===== src/rtl/adc_pkg.sv =====
// Shared constants for the ADC0809 conversion sequencer: FSM encoding and
// default timing parameters.
package adc_pkg;

    localparam logic [2:0] S_IDLE    = 3'd0;
    localparam logic [2:0] S_SETUP   = 3'd1;
    localparam logic [2:0] S_PULSE   = 3'd2;
    localparam logic [2:0] S_WAIT_LO = 3'd3;
    localparam logic [2:0] S_WAIT_HI = 3'd4;
    localparam logic [2:0] S_READ    = 3'd5;

    localparam int unsigned CLK_DIV_DEF     = 4;
    localparam int unsigned PULSE_CYC_DEF   = 2;
    localparam int unsigned READ_CYC_DEF    = 2;
    localparam int unsigned TIMEOUT_CYC_DEF = 4096;

endpackage


===== src/rtl/sync_2ff.sv =====
// Two-flop synchronizer for a single asynchronous level input.
// Synchronous active-high reset clears both stages.
module sync_2ff (
    input  logic clk_i,
    input  logic rst_i,
    input  logic d_i,
    output logic q_o
);

    logic meta_q;
    logic sync_q;

    always_ff @(posedge clk_i) begin
        if (rst_i) begin
            meta_q <= 1'b0;
            sync_q <= 1'b0;
        end else begin
            meta_q <= d_i;
            sync_q <= meta_q;
        end
    end

    assign q_o = sync_q;

endmodule


===== src/rtl/adc0809_seq.sv =====
// ADC0809 conversion sequencer: channel select, ALE/START pulse, EOC wait,
// OE read and capture. Define ADC_TIMEOUT_EN to build the EOC-wait timeout.
module adc0809_seq
    import adc_pkg::*;
#(
    parameter int unsigned CLK_DIV     = CLK_DIV_DEF,
    parameter int unsigned PULSE_CYC   = PULSE_CYC_DEF,
    parameter int unsigned READ_CYC    = READ_CYC_DEF,
    parameter int unsigned TIMEOUT_CYC = TIMEOUT_CYC_DEF
) (
    input  logic       CLK,
    input  logic       RST,
    input  logic       START_REQ,
    input  logic [2:0] CH,
    input  logic       ACK,
    input  logic       EOC,
    input  logic [7:0] ADC_D,
    output logic       ADC_CLK,
    output logic [2:0] ADDR,
    output logic       ALE,
    output logic       START,
    output logic       OE,
    output logic [7:0] DATA,
    output logic       DONE,
    output logic       BUSY,
    output logic       ERR
);

    localparam int unsigned DW   = $clog2(CLK_DIV + 1);
    localparam int unsigned CMAX = (PULSE_CYC > READ_CYC) ? PULSE_CYC : READ_CYC;
    localparam int unsigned CW   = $clog2(CMAX + 1);

    logic [DW-1:0] div_q;
    logic          adc_clk_q;
    logic          eoc_s;

    logic [2:0]    state_q, state_d;
    logic [CW-1:0] cyc_q, cyc_d;
    logic [2:0]    addr_q, addr_d;
    logic [7:0]    data_q, data_d;
    logic          done_q, done_d;
    logic          pulse_q, oe_q, busy_q;

    always_ff @(posedge CLK) begin
        if (RST) begin
            div_q     <= '0;
            adc_clk_q <= 1'b0;
        end else if (div_q == DW'(CLK_DIV - 1)) begin
            div_q     <= '0;
            adc_clk_q <= ~adc_clk_q;
        end else begin
            div_q <= div_q + 1'b1;
        end
    end

    sync_2ff u_eoc_sync (
        .clk_i (CLK),
        .rst_i (RST),
        .d_i   (EOC),
        .q_o   (eoc_s)
    );

`ifdef ADC_TIMEOUT_EN
    localparam int unsigned TW = $clog2(TIMEOUT_CYC + 1);
    logic [TW-1:0] tmo_q, tmo_d;
    logic          err_q, err_d;
`else
    logic unused_tmo;
    assign unused_tmo = ^TIMEOUT_CYC;
`endif

    always_comb begin
        state_d = state_q;
        cyc_d   = cyc_q;
        addr_d  = addr_q;
        data_d  = data_q;
        done_d  = done_q;
`ifdef ADC_TIMEOUT_EN
        tmo_d   = tmo_q;
        err_d   = err_q;
`endif
        if (ACK) done_d = 1'b0;
        unique case (state_q)
            S_IDLE: begin
                if (START_REQ) begin
                    addr_d  = CH;
                    done_d  = 1'b0;
`ifdef ADC_TIMEOUT_EN
                    err_d   = 1'b0;
`endif
                    state_d = S_SETUP;
                end
            end
            S_SETUP: begin
                cyc_d   = '0;
                state_d = S_PULSE;
            end
            S_PULSE: begin
                if (cyc_q == CW'(PULSE_CYC - 1)) begin
                    state_d = S_WAIT_LO;
`ifdef ADC_TIMEOUT_EN
                    tmo_d   = '0;
`endif
                end else begin
                    cyc_d = cyc_q + 1'b1;
                end
            end
            S_WAIT_LO: if (!eoc_s) state_d = S_WAIT_HI;
            S_WAIT_HI: begin
                if (eoc_s) begin
                    cyc_d   = '0;
                    state_d = S_READ;
                end
            end
            S_READ: begin
                // capture wins over a coincident ACK
                if (cyc_q == CW'(READ_CYC - 1)) begin
                    data_d  = ADC_D;
                    done_d  = 1'b1;
                    state_d = S_IDLE;
                end else begin
                    cyc_d = cyc_q + 1'b1;
                end
            end
            default: state_d = S_IDLE;
        endcase
`ifdef ADC_TIMEOUT_EN
        if (state_q == S_WAIT_LO || state_q == S_WAIT_HI) begin
            if (tmo_q == TW'(TIMEOUT_CYC - 1)) begin
                err_d   = 1'b1;
                state_d = S_IDLE;
            end else begin
                tmo_d = tmo_q + 1'b1;
            end
        end
`endif
    end

    always_ff @(posedge CLK) begin
        if (RST) begin
            state_q <= S_IDLE;
            cyc_q   <= '0;
            addr_q  <= '0;
            data_q  <= '0;
            done_q  <= 1'b0;
            pulse_q <= 1'b0;
            oe_q    <= 1'b0;
            busy_q  <= 1'b0;
        end else begin
            state_q <= state_d;
            cyc_q   <= cyc_d;
            addr_q  <= addr_d;
            data_q  <= data_d;
            done_q  <= done_d;
            pulse_q <= (state_d == S_PULSE);
            oe_q    <= (state_d == S_READ);
            busy_q  <= (state_d != S_IDLE);
        end
    end

`ifdef ADC_TIMEOUT_EN
    always_ff @(posedge CLK) begin
        if (RST) begin
            tmo_q <= '0;
            err_q <= 1'b0;
        end else begin
            tmo_q <= tmo_d;
            err_q <= err_d;
        end
    end
    assign ERR = err_q;
`else
    assign ERR = 1'b0;
`endif

    assign ADC_CLK = adc_clk_q;
    assign ADDR    = addr_q;
    assign ALE     = pulse_q;
    assign START   = pulse_q;
    assign OE      = oe_q;
    assign DATA    = data_q;
    assign DONE    = done_q;
    assign BUSY    = busy_q;

endmodule


===== config.mk =====
export PLATFORM = sky130hd
export DESIGN_NAME = adc0809_seq
export DESIGN_NICKNAME = d
export VERILOG_FILES = /design/src/rtl/adc_pkg.sv /design/src/rtl/sync_2ff.sv /design/src/rtl/adc0809_seq.sv
export SDC_FILE = /design/constraint.sdc
export NUM_CORES = 1
export LEC_CHECK = 0
export CORE_MARGIN = 8
export CORE_UTILIZATION = 49
export DETAILED_ROUTE_END_ITERATION = 6
export GPL_TIMING_DRIVEN = 0
export PLACE_DENSITY = 0.83
export SKIP_LAST_GASP = 1
export SYNTH_ARGS = -nofsm -noshare
export SYNTH_HDL_FRONTEND = slang
export SYNTH_SLANG_ARGS = --single-unit

===== constraint.sdc =====
create_clock -name CLK -period 3.5 [get_ports CLK]
set_input_delay 0.7 -clock CLK [delete_from_list [all_inputs] [get_ports CLK]]
set_output_delay 0.7 -clock CLK [all_outputs]
set_load 0.02 [all_outputs]

### After elaboration in Yosys (flattened, before gate mapping)

Index checks and enable logic that the tools add are counted.
W data, S select, Z words.

| storage, ports and cells | value |
|---|---|
| register bits | 26 |
| input port bits | 16 |
| output and inout port bits | 18 |
| word-level logic and storage cells | 47 |

| operators by class | value |
|---|---|
| $add $sub $neg | 2 |
| eq/ne operators | 11 |
| muxes and demuxes | 13 |
| bitwise gates (word level) | 1 |
| reduce and logical (&&, ||, !) cells | 8 |

Operator list:

| cell | number |
|---|---|
| $pmux W3 S6 | 1 |
| $mux W3 | 5 |
| $eq A3 B2 Y1 const B | 4 |
| $eq A3 B3 Y1 const B | 3 |
| $pmux W2 S3 | 1 |
| $reduce_bool A3 Y1 | 2 |
| $mux W2 | 2 |
| $reduce_and A2 Y1 | 2 |
| $reduce_or A2 Y1 | 2 |
| $add A3 B1 Y3 const B | 1 |
| $eq A3 B1 Y1 const B | 1 |
| $logic_not A3 Y1 | 1 |
| $mux W1 | 3 |
| $reduce_and A3 Y1 | 1 |
| $add A2 B1 Y2 const B | 1 |
| $eq A2 B1 Y1 const B | 1 |
| $ne A2 B1 Y1 const B | 1 |
| $ne A2 B2 Y1 const B | 1 |
| $pmux W1 S2 | 1 |
| $not A1 Y1 | 1 |

### Longest topological paths before layout

| depth | value |
|---|---|
| word-level depth | 4 |
| depth in mapped cells | 6 |

### Hierarchy

From an unflattened synthesis, not the netlist that was laid out.

| second synthesis, totals | value |
|---|---|
| cells, all modules | 118 |
| area, all modules | 1,084.8 µm² |

By module, submodules not included:

| module | instances | cells each | area each (µm²) | seq. area each (µm²) |
|---|---|---|---|---|
| adc0809_seq | 1 | 114 | 1,032.2 | 480.5 |
| sync_2ff | 1 | 4 | 52.6 | 40.0 |

### Worst setup path before layout

OpenSTA, ideal clock, no wires.

| timing path | value |
|---|---|
| path kind | input port to flip-flop |
| start point | input START_REQ |
| end point | register busy_q (netlist: BUSY) |
| library setup time | 0.135 ns |
| data arrival time | 1.419 ns |
| required time | 3.365 ns |
| path slack | 1.946 ns |
| cell stages on the path | 3 |
| cell sequence | mux2_2 a221oi_4 o22ai_1 |

| between the ends | value |
|---|---|
| word-level cells in the longest chain between the ends | 3 |

RTL lines:

| item | line | source |
|---|---|---|
| from (decl) | adc0809_seq.sv:13 | `input logic START_REQ,` |
| $mux W3 | adc0809_seq.sv:85 | `if (START_REQ) begin` |
| $pmux W3 S6 | adc0809_seq.sv:83 | `unique case (state_q)` |
| $reduce_bool A3 Y1 | adc0809_seq.sv:157 | `busy_q <= (state_d != S_IDLE);` |
| to (signal assigned) | adc0809_seq.sv:157 |  |
| to (decl) | adc0809_seq.sv:42 | `logic pulse_q, oe_q, busy_q;` |

No other way between the ends.
A chain may end at the register's enable or synchronous reset.

### Worst setup path in the final report

| timing path | value |
|---|---|
| start point | register pulse_q (netlist: ALE) |
| end point | output START |

RTL lines:

| item | line | source |
|---|---|---|
| from (decl) | adc0809_seq.sv:42 |  |
| from (signal assigned) | adc0809_seq.sv:155 | `pulse_q <= (state_d == S_PULSE);` |
| to (decl) | adc0809_seq.sv:21 | `output logic START,` |

No word-level cell between the ends.

==> impl_metrics.ini <==
[outcome]
status = finished, final reports clean

[finish]
area_growth_pct = 31.99
final_area_sq_um = 1518
layout_commonest_cell = clkdlybuf4s50_1
final_nets = 174
instances_no_fill = 181
drive_above_1_share = 0.09804
num_antenna_cells = 0
fillers = 182
mostFrequentLayoutCells = 31 x clkdlybuf4s50_1, 26 x dfxtp_1, 18 x nand2_1, 9 x nor2_1, 9 x a21oi_1

[placement]
numPortBuffers = 31
place_area_sq_um = 1495
dp_cells = 178
hpwl_mm = 1.905
gp_congestion = 0.7844

[clocking]
ctsHoldBuffers = 0
cts.sinks = 26
cts_max_level = 1
cts_tree = done
cts_buffers = 3
clock-root-buffer = clkbuf_4
postCtsSetupRepairBufs = 0
clockBufferDepth = 2
clk_pin_slew_ns = 0.12
clkLatencyLatePin_ns = 0.31
cts_resized = 0

[die]
io_pins = 34
rows = 17
die_y_um = 64.44
fp.dieW_um = 64.44
dieArea_sq_um = 4153
start_util = 0.5198
coreArea_sq_um = 2212

[synth]
syn_nets = 138
syn_area_sq_um = 1150
synthCells = 119
synth_xor_area_frac = 0.007617
postSynthAreaPerCell_sq_um = 9.663
yosys.area_share.simple = 0.2514
synth.distinct_cells = 37
yosysWarnings = 0
synth_compound_area_frac = 0.1393
synth-seq-cells = 26
synth_top_family_by_area = simple AND/OR/NAND/NOR gates
synthAdderAreaFrac = 0.03264
synthMuxAreaShare = 0.05332
ys_seq_area_frac = 0.4527

[routing]
drc = 0
drt_iter0_drc = 22
vias_per_cell = 5.177
dr.pass1.iters = 4
wire_per_inst_um = 13.46
wirelength_mm = 2.437
vias = 937
ant_nets = 0

[power_and_ir_drop]
power_switching_share = 0.2670
pwr_density_cell_nw_per_um2 = 385.3
ir_drop_mv = 0.3404
power.share.sequential = 0.558
clkPwrFrac = 0.202
power.leakage_nw = 0.5606
power_switching_mw = 0.1561
p_total_mw = 0.5848
internal_power_mw = 0.4287
p_comb_frac = 0.240

[worst_setup_path]
criticalPathCategory = reg2out
cp-end-kind = primary output
worstPathRequired_ns = 2.80
critPathLaunchType = flop
cp.arrival_ns = 1.36
worst-path-max-fanout = 2

[timing]
hold_viol = 0
final.period_utilization = 0.5873
drv_slew = 0
tns_ns = 0
fin_crit_ns = 2.056
timing.fmax_mhz = 486.5
final-setup-viol-count = 0
rsz0062_at_grt = no
clock-skew-final_ns = 0.003330

[global_route]
antenna_found_initial = 0
grt_overflow = 0
grt_max_degree = 14
track_usage = 0.1204
grt_pass1_vias = 931
grt_first_pass_wirelength_mm = 4.160

[worst_hold_path]
min_path_type = reg2reg

[run]
maxCapViolCount = 0
[worst paths after layout]
check | endpoint | slack, ns | cells past startpoint | start
worst max register to register | OE | 1.97 | 5 | cyc_q[1]
worst min register to register | div_q[0] | 0.45 | 1 | div_q[0]
worst max-delay path | START | 1.44 | 2 | ALE
worst min-delay path | div_q[0] | 0.45 | 1 | div_q[0]
[kinds of logic (layout without fill, tap and decap cells)]
kind of cell / count (synthesis) / in the layout
DFF: 26 / 26
AOI/OAI and AO/OA: 19 / 19
buffers and inverters: 13 / 47
muxes: 6 / 6
and+or+nand+nor: 50 / 50
xor gates and xnor gates: 1 / 1
other: 1 / 1
adders and majority gates: 3 / 3
[critical path, stage by stage, from the launching register on]
cell	delay, ns
dfxtp_1	0.36
buf_4	0.11
clkdlybuf4s50_1	0.59
[registers in the layout (all words and copies together) (netlist names)]
name / count
DATA: 8
ADDR: 3
div_q: 3
state_q: 3
cyc_q: 2
ADC_CLK: 1
ALE: 1
BUSY: 1
DONE: 1
OE: 1
u_eoc_sync.meta_q: 1
u_eoc_sync.q_o: 1
[cell usage after synthesis]
master	count	area, sq um
nor4_2	1	12.51
a2111oi_4	1	27.53
nand2_1	18	67.56
o22ai_1	1	6.260
dfxtp_1	26	520.5
nor2_1	9	33.78
inv_1	4	15.01
nand3b_1	1	7.510
ha_1	3	37.54
a22oi_1	1	7.510
and3_1	1	6.260
clkbuf_1	3	11.26
nor4b_1	1	8.760
a221oi_4	1	26.28
a211oi_2	1	12.51
nor2b_1	4	25.02
mux2_2	1	11.26
a31o_1	1	8.760
o21ai_0	2	10.01
buf_4	5	37.54
and3b_1	1	8.760
nor3_1	3	15.01
a21oi_1	9	45.04
or3b_1	1	8.760
xnor2_1	1	8.760
nor4b_4	1	23.77
nand2b_1	2	12.51
o21a_1	1	7.510
nand4b_1	1	8.760
a2bb2oi_1	1	8.760
buf_2	1	5.000
and4b_1	1	10.01
nor3b_1	2	15.01
nor4bb_1	1	10.01
conb_1	1	3.750
mux2i_1	5	50.05
and2b_1	2	15.01
[final cells by class]
type / count / area, sq um / share of cell area
Buffer: 9 / 53.80 / 0.03545
Clock buffer: 3 / 22.52 / 0.01484
Inverter: 4 / 15.01 / 0.009893
Multi-Input combinational cell: 80 / 560.5 / 0.3693
Sequential cell: 26 / 520.5 / 0.3430
Tap cell: 28 / 35.03 / 0.02308
Timing Repair Buffer: 31 / 310.3 / 0.2045
[per-layer routing]
layer / vias to the layer above / share of wire / global-route usage
met3: 2 / 0.069 / 0.05326
met4: 0 / 0.0041 / 0.01907
met5: - / 0 / 0
met2: 22 / 0.51 / 0.2211
met1: 443 / 0.42 / 0.1251
li1: 470 / - / -
[power by group through the flow]
stage	clock (mW)	combinational (mW)	sequential [mW]
global route	0.133	0.152	0.329
CTS	0.123	0.142	0.327
finish	0.118	0.140	0.326
detailed placement	0	0.141	0.333
global placement	0	0.138	0.332
floorplan	0	0.0844	0.340
[per-stage QoR]
stage,util,setup WS [ns],hold WS [ns]
6_report,0.6861,1.444,0.4492
5_1_grt,0.6861,1.375,0.4694
4_1_cts,0.6861,1.419,0.4521
3_5_place_dp,0.6759,1.461,0.4335
3_3_place_gp,0.6759,1.442,0.4122
2_1_floorplan,-,1.946,0.4043
Power figures use the tool's default switching activity.
